$ cat src/rtl/lsu_mem_requester.sv
// ---------------------------------------------------------------------------
// lsu_mem_requester
//
// Turns single load/store requests from the LSU into transactions on a simple
// memory-controller handshake. At most one request is in flight.
//
//   * Loads: one read, then the selected byte/half/word is extracted,
//     sign- or zero-extended and returned with its tag.
//   * Word stores: a single write.
//   * Byte/half stores: read-modify-write. The read word has its low bits
//     replaced by the store data, then the merged word is written back.
//   * flush_in drops the result of an in-flight load, but the bus transfer
//     still runs to completion. Stores are committed, so flush has no effect
//     on them.
//   * rdy_in low freezes the block. res_valid_out is masked while frozen.
//
// Ports
//   clk_in, rst_in (async, active-low), rdy_in (global ready / hold)
//   req_*      upstream request with valid/ready handshake
//   res_*      one-cycle result pulse with load data (0 for stores) and tag
//   flush_in   discard uncompleted loads
//   *_memctrl  memory-controller request/response
// ---------------------------------------------------------------------------
module lsu_mem_requester #(
    parameter int TAG_WIDTH = 4
) (
    input  logic                 clk_in,
    input  logic                 rst_in,
    input  logic                 rdy_in,
    input  logic                 req_valid_in,
    output logic                 req_ready_out,
    input  logic                 req_is_store_in,
    input  logic [2:0]           req_funct3_in,
    input  logic [31:0]          req_addr_in,
    input  logic [31:0]          req_data_in,
    input  logic [TAG_WIDTH-1:0] req_tag_in,
    output logic                 res_valid_out,
    output logic [31:0]          res_data_out,
    output logic [TAG_WIDTH-1:0] res_tag_out,
    input  logic                 flush_in,
    output logic                 enable_to_memctrl,
    output logic                 rw_flag_to_memctrl,
    output logic [31:0]          address_to_memctrl,
    output logic [31:0]          data_to_memctrl,
    input  logic                 available_from_memctrl,
    input  logic                 end_from_memctrl,
    input  logic [31:0]          data_from_memctrl
);

    typedef enum logic [1:0] {
        ST_IDLE  = 2'b00,
        ST_READ  = 2'b01,
        ST_WRITE = 2'b10,
        ST_GAP   = 2'b11
    } state_t;

    state_t                 state_r;
    logic                   granted_r;   // controller has taken the request (available seen low)
    logic                   flushed_r;   // load was flushed while in flight
    logic                   wr_wait_r;   // idle cycle between RMW read and write
    logic                   is_store_r;
    logic [2:0]             funct3_r;
    logic [TAG_WIDTH-1:0]   tag_r;
    logic                   res_valid_r;
    logic                   accept_s;
    logic                   done_s;

    // Extract and extend the addressed part of a read word for a load.
    function automatic logic [31:0] load_extract(input logic [2:0] f3, input logic [31:0] w);
        logic [31:0] r;
        case (f3)
            3'b000:  r = {{24{w[7]}}, w[7:0]};
            3'b001:  r = {{16{w[15]}}, w[15:0]};
            3'b100:  r = {24'h000000, w[7:0]};
            3'b101:  r = {16'h0000, w[15:0]};
            default: r = w;
        endcase
        return r;
    endfunction

    // Merge byte/half store data into the low bits of the read word.
    function automatic logic [31:0] store_merge(input logic [2:0] f3, input logic [31:0] rd,
                                                input logic [31:0] st);
        logic [31:0] r;
        case (f3[1:0])
            2'b00:   r = {rd[31:8], st[7:0]};
            2'b01:   r = {rd[31:16], st[15:0]};
            default: r = st;
        endcase
        return r;
    endfunction

    // Ready is masked by the reset input so nothing is accepted while reset is held.
    assign req_ready_out = rst_in & rdy_in & ~flush_in & (state_r == ST_IDLE);
    assign accept_s      = req_valid_in & req_ready_out;
    // end_from_memctrl only counts once the controller has shown it took the request.
    assign done_s        = granted_r & end_from_memctrl;
    // A pending pulse stays registered during a hold and is shown once rdy returns.
    assign res_valid_out = res_valid_r & rdy_in;

    // Request FSM with all memory-side and result outputs registered.
    always_ff @(posedge clk_in or negedge rst_in) begin
        if (!rst_in) begin
            state_r            <= ST_IDLE;
            granted_r          <= 1'b0;
            flushed_r          <= 1'b0;
            wr_wait_r          <= 1'b0;
            is_store_r         <= 1'b0;
            funct3_r           <= 3'b000;
            tag_r              <= '0;
            enable_to_memctrl  <= 1'b0;
            rw_flag_to_memctrl <= 1'b1;
            address_to_memctrl <= 32'h0000_0000;
            data_to_memctrl    <= 32'h0000_0000;
            res_valid_r        <= 1'b0;
            res_data_out       <= 32'h0000_0000;
            res_tag_out        <= '0;
        end else if (rdy_in) begin
            res_valid_r <= 1'b0;
            case (state_r)
                ST_IDLE: begin
                    if (accept_s) begin
                        is_store_r         <= req_is_store_in;
                        funct3_r           <= req_funct3_in;
                        tag_r              <= req_tag_in;
                        address_to_memctrl <= req_addr_in;
                        data_to_memctrl    <= req_data_in;
                        granted_r          <= 1'b0;
                        flushed_r          <= 1'b0;
                        wr_wait_r          <= 1'b0;
                        enable_to_memctrl  <= 1'b1;
                        // Only full-word stores can skip the read half of RMW.
                        if (req_is_store_in && (req_funct3_in[1:0] == 2'b10)) begin
                            state_r            <= ST_WRITE;
                            rw_flag_to_memctrl <= 1'b0;
                        end else begin
                            state_r            <= ST_READ;
                            rw_flag_to_memctrl <= 1'b1;
                        end
                    end
                end
                ST_READ: begin
                    if (done_s) begin
                        granted_r         <= 1'b0;
                        enable_to_memctrl <= 1'b0;
                        if (is_store_r) begin
                            data_to_memctrl    <= store_merge(funct3_r, data_from_memctrl, data_to_memctrl);
                            rw_flag_to_memctrl <= 1'b0;
                            wr_wait_r          <= 1'b1;
                            state_r            <= ST_WRITE;
                        end else begin
                            // A flush on the completion edge itself also drops the result.
                            if (!flushed_r && !flush_in) begin
                                res_valid_r  <= 1'b1;
                                res_data_out <= load_extract(funct3_r, data_from_memctrl);
                                res_tag_out  <= tag_r;
                            end
                            state_r <= ST_GAP;
                        end
                    end else begin
                        if (!available_from_memctrl) begin
                            granted_r <= 1'b1;
                        end
                        if (flush_in && !is_store_r) begin
                            flushed_r <= 1'b1;
                        end
                    end
                end
                ST_WRITE: begin
                    if (wr_wait_r) begin
                        // Controller sees enable low for a cycle between read and write.
                        wr_wait_r         <= 1'b0;
                        enable_to_memctrl <= 1'b1;
                    end else if (done_s) begin
                        granted_r          <= 1'b0;
                        enable_to_memctrl  <= 1'b0;
                        rw_flag_to_memctrl <= 1'b1;
                        res_valid_r        <= 1'b1;
                        res_data_out       <= 32'h0000_0000;
                        res_tag_out        <= tag_r;
                        state_r            <= ST_GAP;
                    end else if (!available_from_memctrl) begin
                        granted_r <= 1'b1;
                    end
                end
                ST_GAP: begin
                    if (available_from_memctrl) begin
                        state_r <= ST_IDLE;
                    end
                end
                default: begin
                    state_r           <= ST_IDLE;
                    enable_to_memctrl <= 1'b0;
                end
            endcase
        end
    end

endmodule

$ cat config.mk
export PLATFORM = sky130hd
export DESIGN_NAME = lsu_mem_requester
export DESIGN_NICKNAME = d
export VERILOG_FILES = /design/src/rtl/lsu_mem_requester.sv
export SDC_FILE = /design/constraint.sdc
export NUM_CORES = 1
export LEC_CHECK = 0
export ABC_CLOCK_PERIOD_IN_PS = 1800
export BUFFER_PORTS_ARGS = -buffer_cell sky130_fd_sc_hd__buf_2
export CORE_UTILIZATION = 44
export DETAILED_ROUTE_END_ITERATION = 10
export PLACE_DENSITY = 0.76
export SETUP_SLACK_MARGIN = 0.3
export SLEW_MARGIN = 30
export SYNTH_ARGS = -nofsm -noshare
export SYNTH_HDL_FRONTEND = slang
export SYNTH_SLANG_ARGS = --single-unit
$ cat constraint.sdc
create_clock -name clk_in -period 1.8 [get_ports clk_in]
set_input_delay 0.09 -clock clk_in [delete_from_list [all_inputs] [get_ports clk_in]]
set_output_delay 0.09 -clock clk_in [all_outputs]
set_load 0.03 [all_outputs]
; ---- Word level (Yosys, flattened, before mapping)
; Index checks and enable logic that the tools add are counted.
; W data, S select, Z words.
[totals]
ff_bits = 116
inputBits = 111
output_inout_bits = 104
wordCells = 122
[classes]
eq_ne = 21
muxes = 54
n_bitwise = 8
n_reduce_logical = 23
[ops]
columns = operator, count
row1 = $mux W32, 8
row2 = $pmux W32 S2, 3
row3 = $pmux W32 S4, 1
row4 = $mux W1, 23
row5 = $ne A2 B2 Y1 const B, 11
row6 = $reduce_and A7 Y1, 3
row7 = $mux W4, 5
row8 = $mux W2, 6
row9 = $pmux W1 S3, 4
row10 = $reduce_and A6 Y1, 2
row11 = $reduce_and A5 Y1, 2
row12 = $pmux W2 S4, 1
row13 = $pmux W4 S2, 1
row14 = $reduce_and A4 Y1, 2
row15 = $and A1 B1 Y1, 6
row16 = $eq A2 B2 Y1 const B, 3
row17 = $eq A3 B3 Y1 const B, 2
row18 = $reduce_and A3 Y1, 2
row19 = $eq A2 B1 Y1 const B, 2
row20 = $logic_not A2 Y1, 2
row21 = $pmux W1 S2, 2
row22 = $reduce_bool A2 Y1, 2
row23 = $eq A3 B1 Y1 const B, 1
row24 = $logic_and A1 B1 Y1, 3
row25 = 6 further kinds, 9

; ---- Longest topological paths before layout
[depth]
ltp_word = 6
mapped_depth = 8
depth_no_buf = 6

; ---- Worst setup path before layout
; OpenSTA, ideal clock, no wires.
[synth_path]
kind = reg2reg
start = register state_r[1]
end = register res_data_out[0]
setup_time_ns = 0.125
arrival_time_ns = 1.801
required_time_ns = 1.675
setup_slack_ns = -0.126
path_stages_with_launch = 9
path_buffers = 2
cell_sequence = dfrtp_1 -> inv_1 -> ha_1 -> buf_4 -> nor2_1 -> a31o_2 -> o211ai_4 -> buf_8 -> mux2_4
[synth_between]
elab_chain_cells = 3
elab_cells_between_ends = 10
[synth_lines]
columns = element, line
row1 = start: declaration, 57  ; state_t state_r;
row2 = start signal: assignment, 104  ; state_r <= ST_IDLE;
row3 = start signal: assignment, 134  ; state_r <= ST_WRITE;
row4 = start signal: assignment, 137  ; state_r <= ST_READ;
row5 = $eq A2 B1 Y1 or $eq A2 B2 Y1 (tied branches), 120  ; case (state_r)
row6 = $ne A2 B2 Y1 (no line) or $reduce_bool A2 Y1 (tied branches), n/a
row7 = $reduce_and A7 Y1 (no line), n/a
row8 = end signal: assignment, 155  ; res_data_out <= load_extract(funct3_r, data_from_memctrl);
row9 = end: declaration, 38  ; output logic [31:0] res_data_out,
; Parallel ways exist; a longest one is shown, timed or not.
; A chain may end at the register's enable or synchronous reset.

; ---- Worst setup path in the final report
[layout_path]
start = register state_r[1]
end = register res_tag_out[0]
[layout_between]
elab_chain_cells = 3
elab_cells_between_ends = 10
[layout_lines]
columns = element, line
row1 = $eq A2 B1 Y1 or $eq A2 B2 Y1 (tied branches), 120
row2 = $ne A2 B2 Y1 (no line) or $reduce_bool A2 Y1 (tied branches), n/a
row3 = $reduce_and A7 Y1 (no line), n/a
row4 = end signal: assignment, 156  ; res_tag_out <= tag_r;
row5 = end signal: assignment, 180  ; res_tag_out <= tag_r;
row6 = end: declaration, 39  ; output logic [TAG_WIDTH-1:0] res_tag_out,
; Parallel ways exist; a longest one is shown, timed or not.

==> metrics.txt <==
register area 2907 um^2; initial antenna violation count 1; post-route ant nets 0; Sum Neg Setup Slack -5507 ps; post-synthesis adder-cell area fraction 0.01154; slew margin rel. 0.5964; Die ar. 12,760 um^2; DP HPWL 10.11 mm; clock slew at reported path FFs 60 ps; Power Internal 9.808 mW; compound-cell area share of the yosys netlist 0.09698; FMAX 515.2 MHz; Post-Layout Inst Area 8890 um^2; RePlAce Congestion 0.7478; main combinational cell family by area after synthesis multiplexers; Synth top cells by count dfrtp_1 (115), mux2_2 (72), a21oi_1 (59); CP bufs+invs 3; total CTS buffers 17; layout cell share with drive strength beyond 1 0.5738; Leak 4.510 nW; Slew Limit Fails 0; H-tree Lvls 4; crit path DAT 2240 ps; TritonCTS clock tree built; Crit-path slowest cell dfrtp_2; nets 875; Synth Warn # 0; XOR/XNOR Fraction of Synth Area 0; Netlist cell types 43; Crit Path Max Fanout 8; Critical Path Max Stage Delay 430 ps; final setup margin -140.9 ps; family with the most delay on the worst path flip-flops; Final Hold Fails 115; Synth top area share 0.5311; dominant synthesized flop cell dfrtp_1; mux cell area share after synthesis 0.2660; remaining global-route overflow 0; Clock Latency Late Sink 420 ps; Mapped Area 5419 um^2; RSZ-0062 raised after global routing true; worst slew pin tran 605.4 ps; Clk pwr share 0.210; chip height 113.0 um; first-pass GRT wire length 27.09 mm; crit path time final 1941 ps; Hold WC Path Type input pin to async pin; Area Overhead vs Synth 64.05%; post-synthesis register bit count 116; crit-path cells inv_4 > ha_4 > nor2b_4 > nor3b_4 > o211ai_4 > buf_6 > buf_16 > mux2_4; Remaining DRCs 0; Port Buffers 214; CTS sink count 116; Core ar. 12,010 um^2; pwr dens 1873 nW/um^2; synthesized net count 529; Clock Tree Root clkbuf_16; I/O pin total 215; Max Cap Viol 0; combined area of the multi-input logic cells 2490 um^2; cells after synthesis 413; hold-fix buffer count after cts 75; Pre-Repair DR Iteration Count 5; Util after Layout 0.7401; Avg Vias per Cell 5.240; largest net degree at the start of global routing 118; clock skew 9.645 ps; via count 4,821; area post-placement 6864 um^2; synthesized area per cell 13.12 um^2; Final Non-Filler Cells 920; DP Worst Slack -175.4 ps; Final Setup Violations 95; IR drop worst, VDD 1280 uV; Fill cells 777; placed cell count 778; Rows 40; EDFF count, synth 0; asr flop ratio synth 1.000; Worst Setup End Kind register; Longest Clk Path Bufs 2; vias in the first global route 5,186; most frequent cell after synthesis dfrtp_1; post-DR wirelength/cell 19.44 um; failing checks hold timing, setup timing; Starting Density 0.4511; Iteration-0 DRC Markers 179; ranking of synthesized cells by area dfrtp_1 (53%), mux2_2 (15%), mux2_4 (8.3%); worst hold margin -187.9 ps; register area share after synthesis 0.5359; P_sw 6.842 mW; Synth Area in Simple Gates 0.04779; logic gate share of total power 0.516; Yosys top cell by area dfrtp_1; Final Power 16.65 mW; outcome finished with violations; register share of total power 0.274; gr usage total 0.2835; Worst setup SP type register; die width 113.0 um; CP required 2100 ps; WL final 17.89 mm; WS Path Type register to register; final period utilization 1.078; sw frac 0.4109
registers in the layout, indices dropped and copies added (netlist names):
| name | cells |
|---|---|
| is_store_r | 1 |
| tag_r | 4 |
| res_tag_out | 4 |
| data_to_memctrl | 32 |
| flushed_r | 1 |
| res_valid_r | 1 |
| rw_flag_to_memctrl | 1 |
| funct3_r | 3 |
| res_data_out | 32 |
| state_r | 2 |
| granted_r | 1 |
| address_to_memctrl | 32 |
| wr_wait_r | 1 |
| enable_to_memctrl | 1 |
final cells by class:
cell class              count  share of cell area
well taps                 147             0.02069
multi-input cells         253              0.2801
inverters                  22            0.009852
flip-flops and latches    116              0.3270
repair buffers            349              0.2932
clock buffers              23             0.05489
diodes                      1           0.0002815
clock inverters             9             0.01407
power by group through the flow:
stage | clock [mW] | sequential, mW | combinational (mW)
floorplan | 0 | 6.41 | 3.09
global placement | 0 | 4.44 | 7.07
detailed placement | 0 | 4.48 | 7.30
CTS | 3.54 | 4.48 | 8.02
global route | 3.64 | 4.68 | 9.05
finish | 3.50 | 4.56 | 8.59
worst register-to-register path, delay by kind of cell, from the launching register on:
kind | cells | cell delay, ps
flops | 1 | 430
simple gates | 2 | 410
buf+inv | 3 | 380
mux | 1 | 300
fa+ha+maj | 1 | 160
compound gates | 1 | 130
final timing paths:
| path | slack (ps) | from | cells after the start | end |
|---|---|---|---|---|
| max in group asynchronous | 1540 | rst_in | 2 | res_data_out[5]$_DFFE_PN0P_ |
| min | -190 | rst_in | 2 | funct3_r[2]$_DFFE_PN0P_ |
| min in group clk_in | 0 | req_data_in[20] | 3 | data_to_memctrl[20]$_DFFE_PN0P_ |
| max reg2reg | -140 | state_r[1]$_DFFE_PN0P_ | 8 | res_tag_out[0]$_DFFE_PN0P_ |
| min reg2reg | 500 | address_to_memctrl[12]$_DFFE_PN0P_ | 1 | address_to_memctrl[12]$_DFFE_PN0P_ |
| max | -140 | state_r[1]$_DFFE_PN0P_ | 8 | res_tag_out[0]$_DFFE_PN0P_ |
layer usage:
layer | wire [um] | vias up | GRT usage
met1 | 6891 | 2376 | 0.3171
met5 | 0 | - | 0
met3 | 1120 | 52 | 0.08302
met2 | 9188 | 233 | 0.4947
met4 | 685 | 0 | 0.1421
li1 | - | 2160 | -
what timing repair did:
action,in CTS,in global routing
pin swaps,8,7
cloned,5,3
resized for setup,34,28
buffers inserted,18,8
endpoints found under the hold margin,180,115
endpoints found under the setup margin,117,117
cells by family after synthesis:
logic type	count (synthesis)
muxes	120
DFF	116
AOI/OAI and AO/OA	88
buffers and inverters	44
and+or+nand+nor	40
adders and majority gates	5
cell usage in the layout, fill, tap and decap left out, types with 3 or more instances in the layout:
| master | count |
|---|---|
| clkinv_2 | 4 |
| nand2_1 | 8 |
| o21ai_0 | 11 |
| ha_4 | 3 |
| a21oi_2 | 5 |
| buf_12 | 12 |
| o31ai_1 | 4 |
| mux2_2 | 62 |
| inv_1 | 20 |
| dfrtp_1 | 113 |
| buf_2 | 214 |
| buf_4 | 27 |
| a21oi_1 | 53 |
| nor2b_1 | 8 |
| nor2_1 | 5 |
| buf_6 | 15 |
| dlygate4sd3_1 | 75 |
| nor2_4 | 3 |
| mux2i_1 | 18 |
| mux2_4 | 40 |
| clkbuf_16 | 18 |
| bufinv_16 | 3 |
| buf_16 | 3 |
| clkbuf_8 | 4 |
No activity file was read; power rests on OpenSTA's default activity.
